File: src/rtl/spdif_encoder.sv
// S/PDIF (IEC 60958 consumer) biphase-mark encoder with a one-word holding register.
// Produces 128 cells per frame, 192 frames per block, and sticky flags for
// underrun and overrun on the sample handshake.
module spdif_encoder #(
    parameter int unsigned CLK_DIV = 4,
    parameter logic [31:0] CHSTAT  = 32'h0300_0004
) (
    input  logic        mclk,
    input  logic        rst_n,
    input  logic [31:0] sample_data,
    input  logic        sample_valid,
    output logic        sample_req,
    output logic        spdif_out,
    output logic        block_start,
    output logic        underrun,
    output logic        overrun
);

    localparam int unsigned DivW = (CLK_DIV > 1) ? $clog2(CLK_DIV) : 1;
    localparam logic [DivW-1:0] DivMax = DivW'(CLK_DIV - 1);

    // Preamble cell patterns for a preceding line level of 0, first cell in the MSB.
    localparam logic [7:0] PreB = 8'b1110_1000;
    localparam logic [7:0] PreM = 8'b1110_0010;
    localparam logic [7:0] PreW = 8'b1110_0100;

    logic [DivW-1:0] div_cnt_q, div_cnt_d;
    logic [6:0]      cell_q, cell_d;
    logic [7:0]      frame_q, frame_d;
    logic            spdif_q, spdif_d;      // also serves as last_lvl
    logic            pre_inv_q, pre_inv_d;  // line level just before the current preamble
    logic [31:0]     hold_q, hold_d;
    logic            hold_full_q, hold_full_d;
    logic [31:0]     act_q, act_d;
    logic            req_q, req_d;
    logic            bs_q, bs_d;
    logic            ur_q, ur_d;
    logic            ovr_q, ovr_d;

    logic        tick;
    logic        frame_start;
    logic        consume;
    logic [4:0]  slot;
    logic        half;
    logic        right;
    logic [15:0] audio;
    logic        c_bit;
    logic        parity;
    logic        data_bit;
    logic [7:0]  pre_pat;
    logic [2:0]  pre_idx;
    logic        pre_pol;
    logic        next_lvl;

    assign tick        = (div_cnt_q == '0);
    assign frame_start = tick && (cell_q == 7'd0);
    assign consume     = frame_start && hold_full_q;
    assign slot        = cell_q[5:1];
    assign half        = cell_q[0];
    assign right       = cell_q[6];
    assign audio       = right ? act_q[15:0] : act_q[31:16];
    assign c_bit       = (frame_q < 8'd32) ? CHSTAT[frame_q[4:0]] : 1'b0;
    // Slots 4..30 carry only audio and C as possible ones, so even parity is their XOR.
    assign parity      = (^audio) ^ c_bit;

    // Cell/frame position counters; a cell is driven on every edge where div_cnt is 0.
    always_comb begin
        div_cnt_d = (div_cnt_q == DivMax) ? '0 : div_cnt_q + 1'b1;
        cell_d    = cell_q;
        frame_d   = frame_q;
        if (tick) begin
            cell_d = cell_q + 7'd1;
            if (cell_q == 7'd127) begin
                frame_d = (frame_q == 8'd191) ? 8'd0 : frame_q + 8'd1;
            end
        end
    end

    // Logical bit carried by the current time slot (slots 4..31).
    always_comb begin
        data_bit = 1'b0;
        if (slot >= 5'd12 && slot <= 5'd27) begin
            data_bit = audio[4'(slot - 5'd12)];
        end else if (slot == 5'd30) begin
            data_bit = c_bit;
        end else if (slot == 5'd31) begin
            data_bit = parity;
        end
    end

    // Line level for the current cell: preamble pattern or biphase-mark data.
    always_comb begin
        pre_pat = PreW;
        if (!right) begin
            pre_pat = (frame_q == 8'd0) ? PreB : PreM;
        end
        pre_idx   = {slot[1:0], half};
        // The first preamble cell samples the line level; later cells reuse the latched copy.
        pre_pol   = (cell_q[5:0] == 6'd0) ? spdif_q : pre_inv_q;
        pre_inv_d = (tick && cell_q[5:0] == 6'd0) ? spdif_q : pre_inv_q;
        if (slot < 5'd4) begin
            next_lvl = pre_pat[3'd7 - pre_idx] ^ pre_pol;
        end else if (!half) begin
            next_lvl = ~spdif_q;
        end else begin
            next_lvl = data_bit ? ~spdif_q : spdif_q;
        end
        spdif_d = tick ? next_lvl : spdif_q;
    end

    // Holding/active register handshake and sticky status flags.
    always_comb begin
        hold_d      = hold_q;
        hold_full_d = hold_full_q;
        act_d       = act_q;
        ur_d        = ur_q;
        ovr_d       = ovr_q;
        req_d       = consume;
        bs_d        = frame_start && (frame_q == 8'd0);
        if (consume) begin
            act_d       = hold_q;
            hold_full_d = 1'b0;
        end else if (frame_start) begin
            ur_d = 1'b1;
        end
        if (sample_valid) begin
            hold_d      = sample_data;
            hold_full_d = 1'b1;
            if (hold_full_q && !consume) begin
                ovr_d = 1'b1;
            end
        end
    end

    // State registers with synchronous active-low reset.
    always_ff @(posedge mclk) begin
        if (!rst_n) begin
            div_cnt_q   <= '0;
            cell_q      <= 7'd0;
            frame_q     <= 8'd0;
            spdif_q     <= 1'b0;
            pre_inv_q   <= 1'b0;
            hold_q      <= 32'd0;
            hold_full_q <= 1'b0;
            act_q       <= 32'd0;
            req_q       <= 1'b0;
            bs_q        <= 1'b0;
            ur_q        <= 1'b0;
            ovr_q       <= 1'b0;
        end else begin
            div_cnt_q   <= div_cnt_d;
            cell_q      <= cell_d;
            frame_q     <= frame_d;
            spdif_q     <= spdif_d;
            pre_inv_q   <= pre_inv_d;
            hold_q      <= hold_d;
            hold_full_q <= hold_full_d;
            act_q       <= act_d;
            req_q       <= req_d;
            bs_q        <= bs_d;
            ur_q        <= ur_d;
            ovr_q       <= ovr_d;
        end
    end

    assign spdif_out   = spdif_q;
    assign sample_req  = req_q;
    assign block_start = bs_q;
    assign underrun    = ur_q;
    assign overrun     = ovr_q;

endmodule

File: config.mk
export PLATFORM = sky130hd
export DESIGN_NAME = spdif_encoder
export DESIGN_NICKNAME = d
export VERILOG_FILES = /design/src/rtl/spdif_encoder.sv
export SDC_FILE = /design/constraint.sdc
export NUM_CORES = 1
export LEC_CHECK = 0
export ABC_AREA = 1
export CAP_MARGIN = 20
export CORE_ASPECT_RATIO = 1.5
export CORE_UTILIZATION = 57
export CTS_CLUSTER_DIAMETER = 150
export DETAILED_ROUTE_END_ITERATION = 8
export PLACE_DENSITY_LB_ADDON = 0.3
export SLEW_MARGIN = 20
export SYNTH_ARGS = -nofsm -noshare
export SYNTH_HDL_FRONTEND = slang
export SYNTH_SLANG_ARGS = --single-unit
File: constraint.sdc
create_clock -name mclk -period 2.3 [get_ports mclk]
set_input_delay 0.46 -clock mclk [delete_from_list [all_inputs] [get_ports mclk]]
set_output_delay 0.46 -clock mclk [all_outputs]
set_load 0.005 [all_outputs]
# --- Word level (Yosys, flattened, before mapping) ---
# Memory sizes are Yosys's and may differ from the RTL's. A register that Yosys moved wholly into a read port is not among the register bits.
# Index checks and enable logic that the tools add are counted.
totals:
  word_cells: 75
  mem_count: 1
  latch_bits: 0
  register_bits: 88
  mem_bits_ro: 32
  out_inout_bits: 5
  in_bits: 35
  ram_bits: 0
mem_list:
  columns: ["memory", "depth", "width", "read_ports", "rd_clocked_by_memory_dff", "write_ports", "line_no", "text"]
  rows:
  - ["(no name shown)", 32, 1, 1, 1, 0, "62", "assign c_bit = (frame_q < 8'd32) ? CHSTAT[frame_q[4:0]] : 1'b0;"]
classes:
  n_bitwise: 5
  mul: 0
  add_sub_neg: 5
  n_eq_ne: 6
  div_mod_pow: 0
  mux: 21
  n_reduce_logical: 18
  shift: 0
  n_lt_le_gt_ge: 7
ops:
  columns: ["operator", "count"]
  rows:
  - ["two-way mux 16 bit", 1]
  - ["XOR reduction 16 bit", 1]
  - ["two-way mux 1 bit", 13]
  - ["== test 5 bit (second input constant)", 2]
  - ["two-way mux 5 bit", 2]
  - ["adder 8 x 1 -> 8 bit (second input constant)", 1]
  - ["== test 8 bit (second input constant)", 1]
  - ["logical NOT 8 bit", 1]
  - ["less-than comparator 8 x 6 -> 1 bit (second input constant)", 1]
  - ["two-way mux 4 bit", 2]
  - ["two-way mux 8 bit", 1]
  - ["AND reduction 2 bit", 4]
  - ["adder 7 x 1 -> 7 bit (second input constant)", 1]
  - ["== test 7 bit (second input constant)", 1]
  - ["logical NOT 7 bit", 1]
  - ["logical AND 1 bit", 6]
  - ["logical NOT 6 bit", 1]
  - ["less-than comparator 5 x 6 -> 1 bit (second input constant)", 1]
  - ["greater-or-equal comparator 5 x 4 -> 1 bit (second input constant)", 1]
  - ["less-or-equal comparator 5 bit (second input constant)", 1]
  - ["less-than comparator 4 x 5 -> 1 bit (second input constant)", 1]
  - ["less-than comparator 5 x 3 -> 1 bit (second input constant)", 1]
  - ["binary-select mux 1 bit (select 4 bit)", 1]
  - ["less-than comparator 3 x 4 -> 1 bit (second input constant)", 1]
  - ["other kinds (12)", 15]

# --- Depth between registers and ports, before layout ---
depth:
  word_depth: 10
  ltp_mapped: 21
  mapped_depth_nobuf: 18

# --- Least setup slack after synthesis ---
# No wires, ideal clock.
synth_timing:
  kind: "register -> register"
  from: "register div_cnt_q[0]"
  to: "register with a tool-made name"
  stages_incl_launch_ff: 13
  path_slack_ns: 0.483
  period_less_slack_ns: 1.817
  setup_time_ns: 0.073
  arrival_time_ns: 1.745
  path_cell_list: "dfxtp_1 -> inv_1 -> ha_1 -> nand3_2 -> nor2_4 -> nand3_4 -> nor3_4 -> nand4_2 -> o21ai_2 -> nor2_1 -> nor3_2 -> nor2_1 -> nor3_2"
synth_rtl:
  columns: ["element", "line_no", "text"]
  rows:
  - ["start: declaration", "27", "logic [DivW-1:0] div_cnt_q, div_cnt_d;"]
  - ["start signal: assignment", "151", "div_cnt_q <= div_cnt_d;"]

# --- Final worst setup path ---
layout_timing:
  from: "register cell_q[1]"
  to: "register frame_q[7]"
layout_between:
  elab_chain_len: 2
layout_lines:
  columns: ["element", "line_no", "text"]
  rows:
  - ["start: declaration", "28", "logic [6:0] cell_q, cell_d;"]
  - ["start signal: assignment", "152", "cell_q <= cell_d;"]
  - ["== test 7 bit", "73", "if (cell_q == 7'd127) begin"]
  - ["AND reduction 2 bit (no source line)", null, null]
  - ["end signal: assignment", "153", "frame_q <= frame_d;"]
  - ["end: declaration", "29", "logic [7:0] frame_q, frame_d;"]
# No other way between the ends.
# A chain may end at the register's enable or synchronous reset.

==> out/summary.txt <==
SYNTH
---------------------------------------------------------------------------------
Gate count of the mapped netlist                                              669
Count leader, synth                                                  sky130_fd_sc_hd__nand2_1
Fraction of synthesis flops using an asynchronous set or reset pin              0
List of most frequent post-synthesis cells                           196 x sky130_fd_sc_hd__nand2_1, 90 x sky130_fd_sc_hd__nor2_1, 89 x sky130_fd_sc_hd__dfxtp_1, 79 x sky130_fd_sc_hd__o21ai_0, 70 x sky130_fd_sc_hd__inv_1
Share of the synthesized area in the top cell type                          0.404
Post-synthesis sequential area ratio                                        0.404
Mapped Nets                                                                   713
Cell Area, Synth                                                         4410 um2
Register bit count reported by yosys                                           89
Ys flop type                                                         sky130_fd_sc_hd__dfxtp_1
Most area-hungry cell type in the Yosys netlist                      sky130_fd_sc_hd__dfxtp_1
Distinct cell type count of the synthesized netlist                            35
EDFF count, synth                                                               0
Syn. warnings                                                                   0
Biggest area contributors in the synthesized netlist                 sky130_fd_sc_hd__dfxtp_1 40%, sky130_fd_sc_hd__nand2_1 17%, sky130_fd_sc_hd__o21ai_0 9.0%, sky130_fd_sc_hd__nor2_1 7.7%, sky130_fd_sc_hd__inv_1 6.0%
Syn Area/Cell                                                            6.59 um2

WORST SETUP PATH
---------------------------------------------------------------------------------
Startpoint type of the worst setup path                                      flop
Arrival time worst endpoint                                               2.48 ns
Setup CP Type                                                        flop to flop
Capture point of the worst reg-to-reg path                             frame_q[7]
CP endpoint kind                                                             flop
Data required time of the worst path                                      2.58 ns
Register-to-register setup slack                                          0.10 ns
Depth of the most critical reg-to-reg path                                     10
CP max FO                                                                       6
Launching point of the worst reg2reg path                               cell_q[1]

STA
---------------------------------------------------------------------------------
Setup TNS                                                                    0 ns
Worst Max-Slew Pin Slew                                                  0.401 ns
Time the worst path needs with I/O delays and setup                       2.20 ns
Smallest setup slack after layout                                        0.102 ns
Final Max Tran Viols                                                            0
Finish-stage setup viols                                                        0
Slew margin rel.                                                            0.732
Final Hold Viols                                                                0
Clock skew                                                              0.0164 ns
F_max                                                                     455 MHz
Crit share post-route                                                       0.955

PLACEMENT
---------------------------------------------------------------------------------
Number of input and output port buffers inserted                               39
DP Wirelength                                                             7.09 mm
Pre-CTS setup slack                                                      0.139 ns
Final weighted congestion in routability-driven placement                   0.937

DETAILED ROUTING
---------------------------------------------------------------------------------
Count of antenna-violating nets left after detailed routing                     0
Drt initial violations                                                        187
Length of the first detailed-routing pass in iterations                         4
Drt drc                                                                         0
Overall via count from detail_route                                          4236
Ratio of routed vias to standard cells                                       5.25
Final wirelength                                                          9.78 mm
DR WL/cell                                                                12.1 um

CLOCK TREE
---------------------------------------------------------------------------------
CTS Buffer Depth                                                                2
Worst-skew pair later-pin latency                                         0.38 ns
H-Tree Depth                                                                    3
Cell at the root of the clock tree                                   sky130_fd_sc_hd__clkbuf_8
Clock Sinks                                                                    89
TritonCTS clock tree                                                        built
CTS clk-pin slew, worst paths                                             0.08 ns
Total clock buffers created by CTS                                              9

FLOORPLANNING
---------------------------------------------------------------------------------
Chip width                                                                73.8 um
Core outline area                                                        7370 um2
Die height                                                                 110 um
Die Outline Area                                                         8100 um2
Standard-cell rows                                                             38
Num ports                                                                      40
Initial standard-cell utilization of the core                               0.599

GRT
---------------------------------------------------------------------------------
Maximum number of pins on one net before global-route repair                   66
Via count of the first global-routing pass                                   3824
Total grt overflow                                                              0
Antenna violations before repair                                                0
Global-route wire length before repair                                    16.2 mm
Overall fraction of global-route tracks in use                              0.262

POWER AND IR DROP
---------------------------------------------------------------------------------
Largest voltage drop on the vdd net                                        536 uV
Leak Pwr                                                                  2.32 nW
Power per cell area                                                    678 nW/um2

LAYOUT
---------------------------------------------------------------------------------
Number of nets in the finished design                                         747
Share of cells above drive strength 1                                      0.0693
Sequential cell area                                                     1790 um2
Area added between synthesis and finish                                     16.5%
Combined area of the multi-input logic cells                             2230 um2
Fillers                                                                       664
Inserted Diodes                                                                 0

HOLD PATH
---------------------------------------------------------------------------------
Start point of the worst min-delay path                                     rst_n
Hold Path Class                                                      primary input to flop
Hold path depth                                                                 3
Capture endpoint of the worst hold path                                 cell_q[6]

FLOW RUN
---------------------------------------------------------------------------------
Max-cap viol count                                                              0

OUTCOME
---------------------------------------------------------------------------------
Result of the run                                                    complete, no violations

-- worst max-delay path, stage by stage (launching register included) --
cell and delay [ns]:
sky130_fd_sc_hd__dfxtp_2 0.39, sky130_fd_sc_hd__ha_2 0.24, sky130_fd_sc_hd__nand3_4 0.11, sky130_fd_sc_hd__nor2_4 0.16
sky130_fd_sc_hd__nand3_4 0.12, sky130_fd_sc_hd__nor4_4 0.37, sky130_fd_sc_hd__nand2_1 0.11, sky130_fd_sc_hd__nor2_2 0.12
sky130_fd_sc_hd__nand2_1 0.08, sky130_fd_sc_hd__or2_0 0.22, sky130_fd_sc_hd__a21oi_2 0.19
-- report_power, final --
| part | switching (mW) | leakage [nW] | internal (mW) |
|---|---|---|---|
| Combinational | 0.428 | 1.49 | 0.289 |
| Sequential | 0.0749 | 0.732 | 1.67 |
| Clock | 0.541 | 0.0988 | 0.479 |
| Total | 1.04 | 2.32 | 2.44 |
-- worst max-delay path by stage --
stage	start	endpoint	depth (start not counted)
finish	cell_q[1]	frame_q[7]	10
global placement	div_cnt_q[0]	frame_q[7]	11
floorplan	div_cnt_q[0]	flop	12
CTS	div_cnt_q[0]	frame_q[7]	11
global route	div_cnt_q[0]	frame_q[7]	11
detailed placement	div_cnt_q[0]	frame_q[7]	11
-- layout by cell type, fill, tap and decap left out, types with 2 or more instances in the layout --
cell                                n
sky130_fd_sc_hd__a21oi_1           47
sky130_fd_sc_hd__buf_12             2
sky130_fd_sc_hd__buf_4             11
sky130_fd_sc_hd__buf_6              2
sky130_fd_sc_hd__clkbuf_8          12
sky130_fd_sc_hd__clkdlybuf4s50_1   38
sky130_fd_sc_hd__dfxtp_1           86
sky130_fd_sc_hd__dfxtp_2            3
sky130_fd_sc_hd__ha_1               7
sky130_fd_sc_hd__inv_1             70
sky130_fd_sc_hd__nand2_1          196
sky130_fd_sc_hd__nand3_1           14
sky130_fd_sc_hd__nand3_4            2
sky130_fd_sc_hd__nand4_1            3
sky130_fd_sc_hd__nor2_1            89
sky130_fd_sc_hd__nor3_1             9
sky130_fd_sc_hd__nor3_2             2
sky130_fd_sc_hd__nor4_1             3
sky130_fd_sc_hd__o2111ai_1          2
sky130_fd_sc_hd__o211ai_1           2
sky130_fd_sc_hd__o21a_1             3
sky130_fd_sc_hd__o21ai_0           79
sky130_fd_sc_hd__o21ai_1            2
sky130_fd_sc_hd__o22ai_1            2
-- per-layer routing --
layer / global-route usage / part of all wire / vias to the layer above
met4: 0.137 / 0.033 / 0
li1: - / - / 2187
met2: 0.463 / 0.51 / 89
met5: 0 / 0 / -
met3: 0.0541 / 0.033 / 29
met1: 0.289 / 0.43 / 1931
-- cells by family after synthesis --
family	after synthesis	share of synthesized area
xor+xnor	1	0.00199
flops	89	0.404
fa+ha+maj	9	0.0255
compound gates	141	0.167
simple gates	325	0.306
buf+inv	104	0.0961
-- final cells by class --
type | count | share of cell area
well taps | 100 | 0.0243
flip-flops and latches | 89 | 0.347
repair buffers | 54 | 0.103
multi-input cells | 476 | 0.435
inverters | 73 | 0.0538
clock buffers | 12 | 0.0321
clock inverters | 3 | 0.00438
-- state kept, by name, summed over array words and instances (netlist names), named ones only --
register	flops
act_q	32
hold_q	32
frame_q	8
cell_q	7
div_cnt_q	2
block_start	1
hold_full_q	1
overrun	1
pre_inv_q	1
sample_req	1
spdif_out	1
underrun	1
-- timing repair --
| item | in CTS | in global routing |
|---|---|---|
| endpoints found under the hold margin | 0 | 0 |
| setup buffers | 0 | 8 |
| setup endpoints to repair | 0 | 3 |
| hold buffers | 0 | 0 |
| resized for setup | 0 | 13 |
-- metrics by stage --
step | area (um2) | std cells | power [mW] | hold WS [ns] | utilization
6_report | 5140 | 807 | 3.49 | 0.450 | 0.697
4_1_cts | 5040 | 799 | 3.49 | 0.429 | 0.684
5_1_grt | 5140 | 807 | 3.71 | 0.459 | 0.697
2_1_floorplan | 4410 | 669 | 2.26 | 0.429 | -
3_3_place_gp | 4850 | 784 | 2.45 | 0.439 | 0.658
3_5_place_dp | 4850 | 784 | 2.48 | 0.447 | 0.658
No activity file was read; power rests on OpenSTA's default activity.
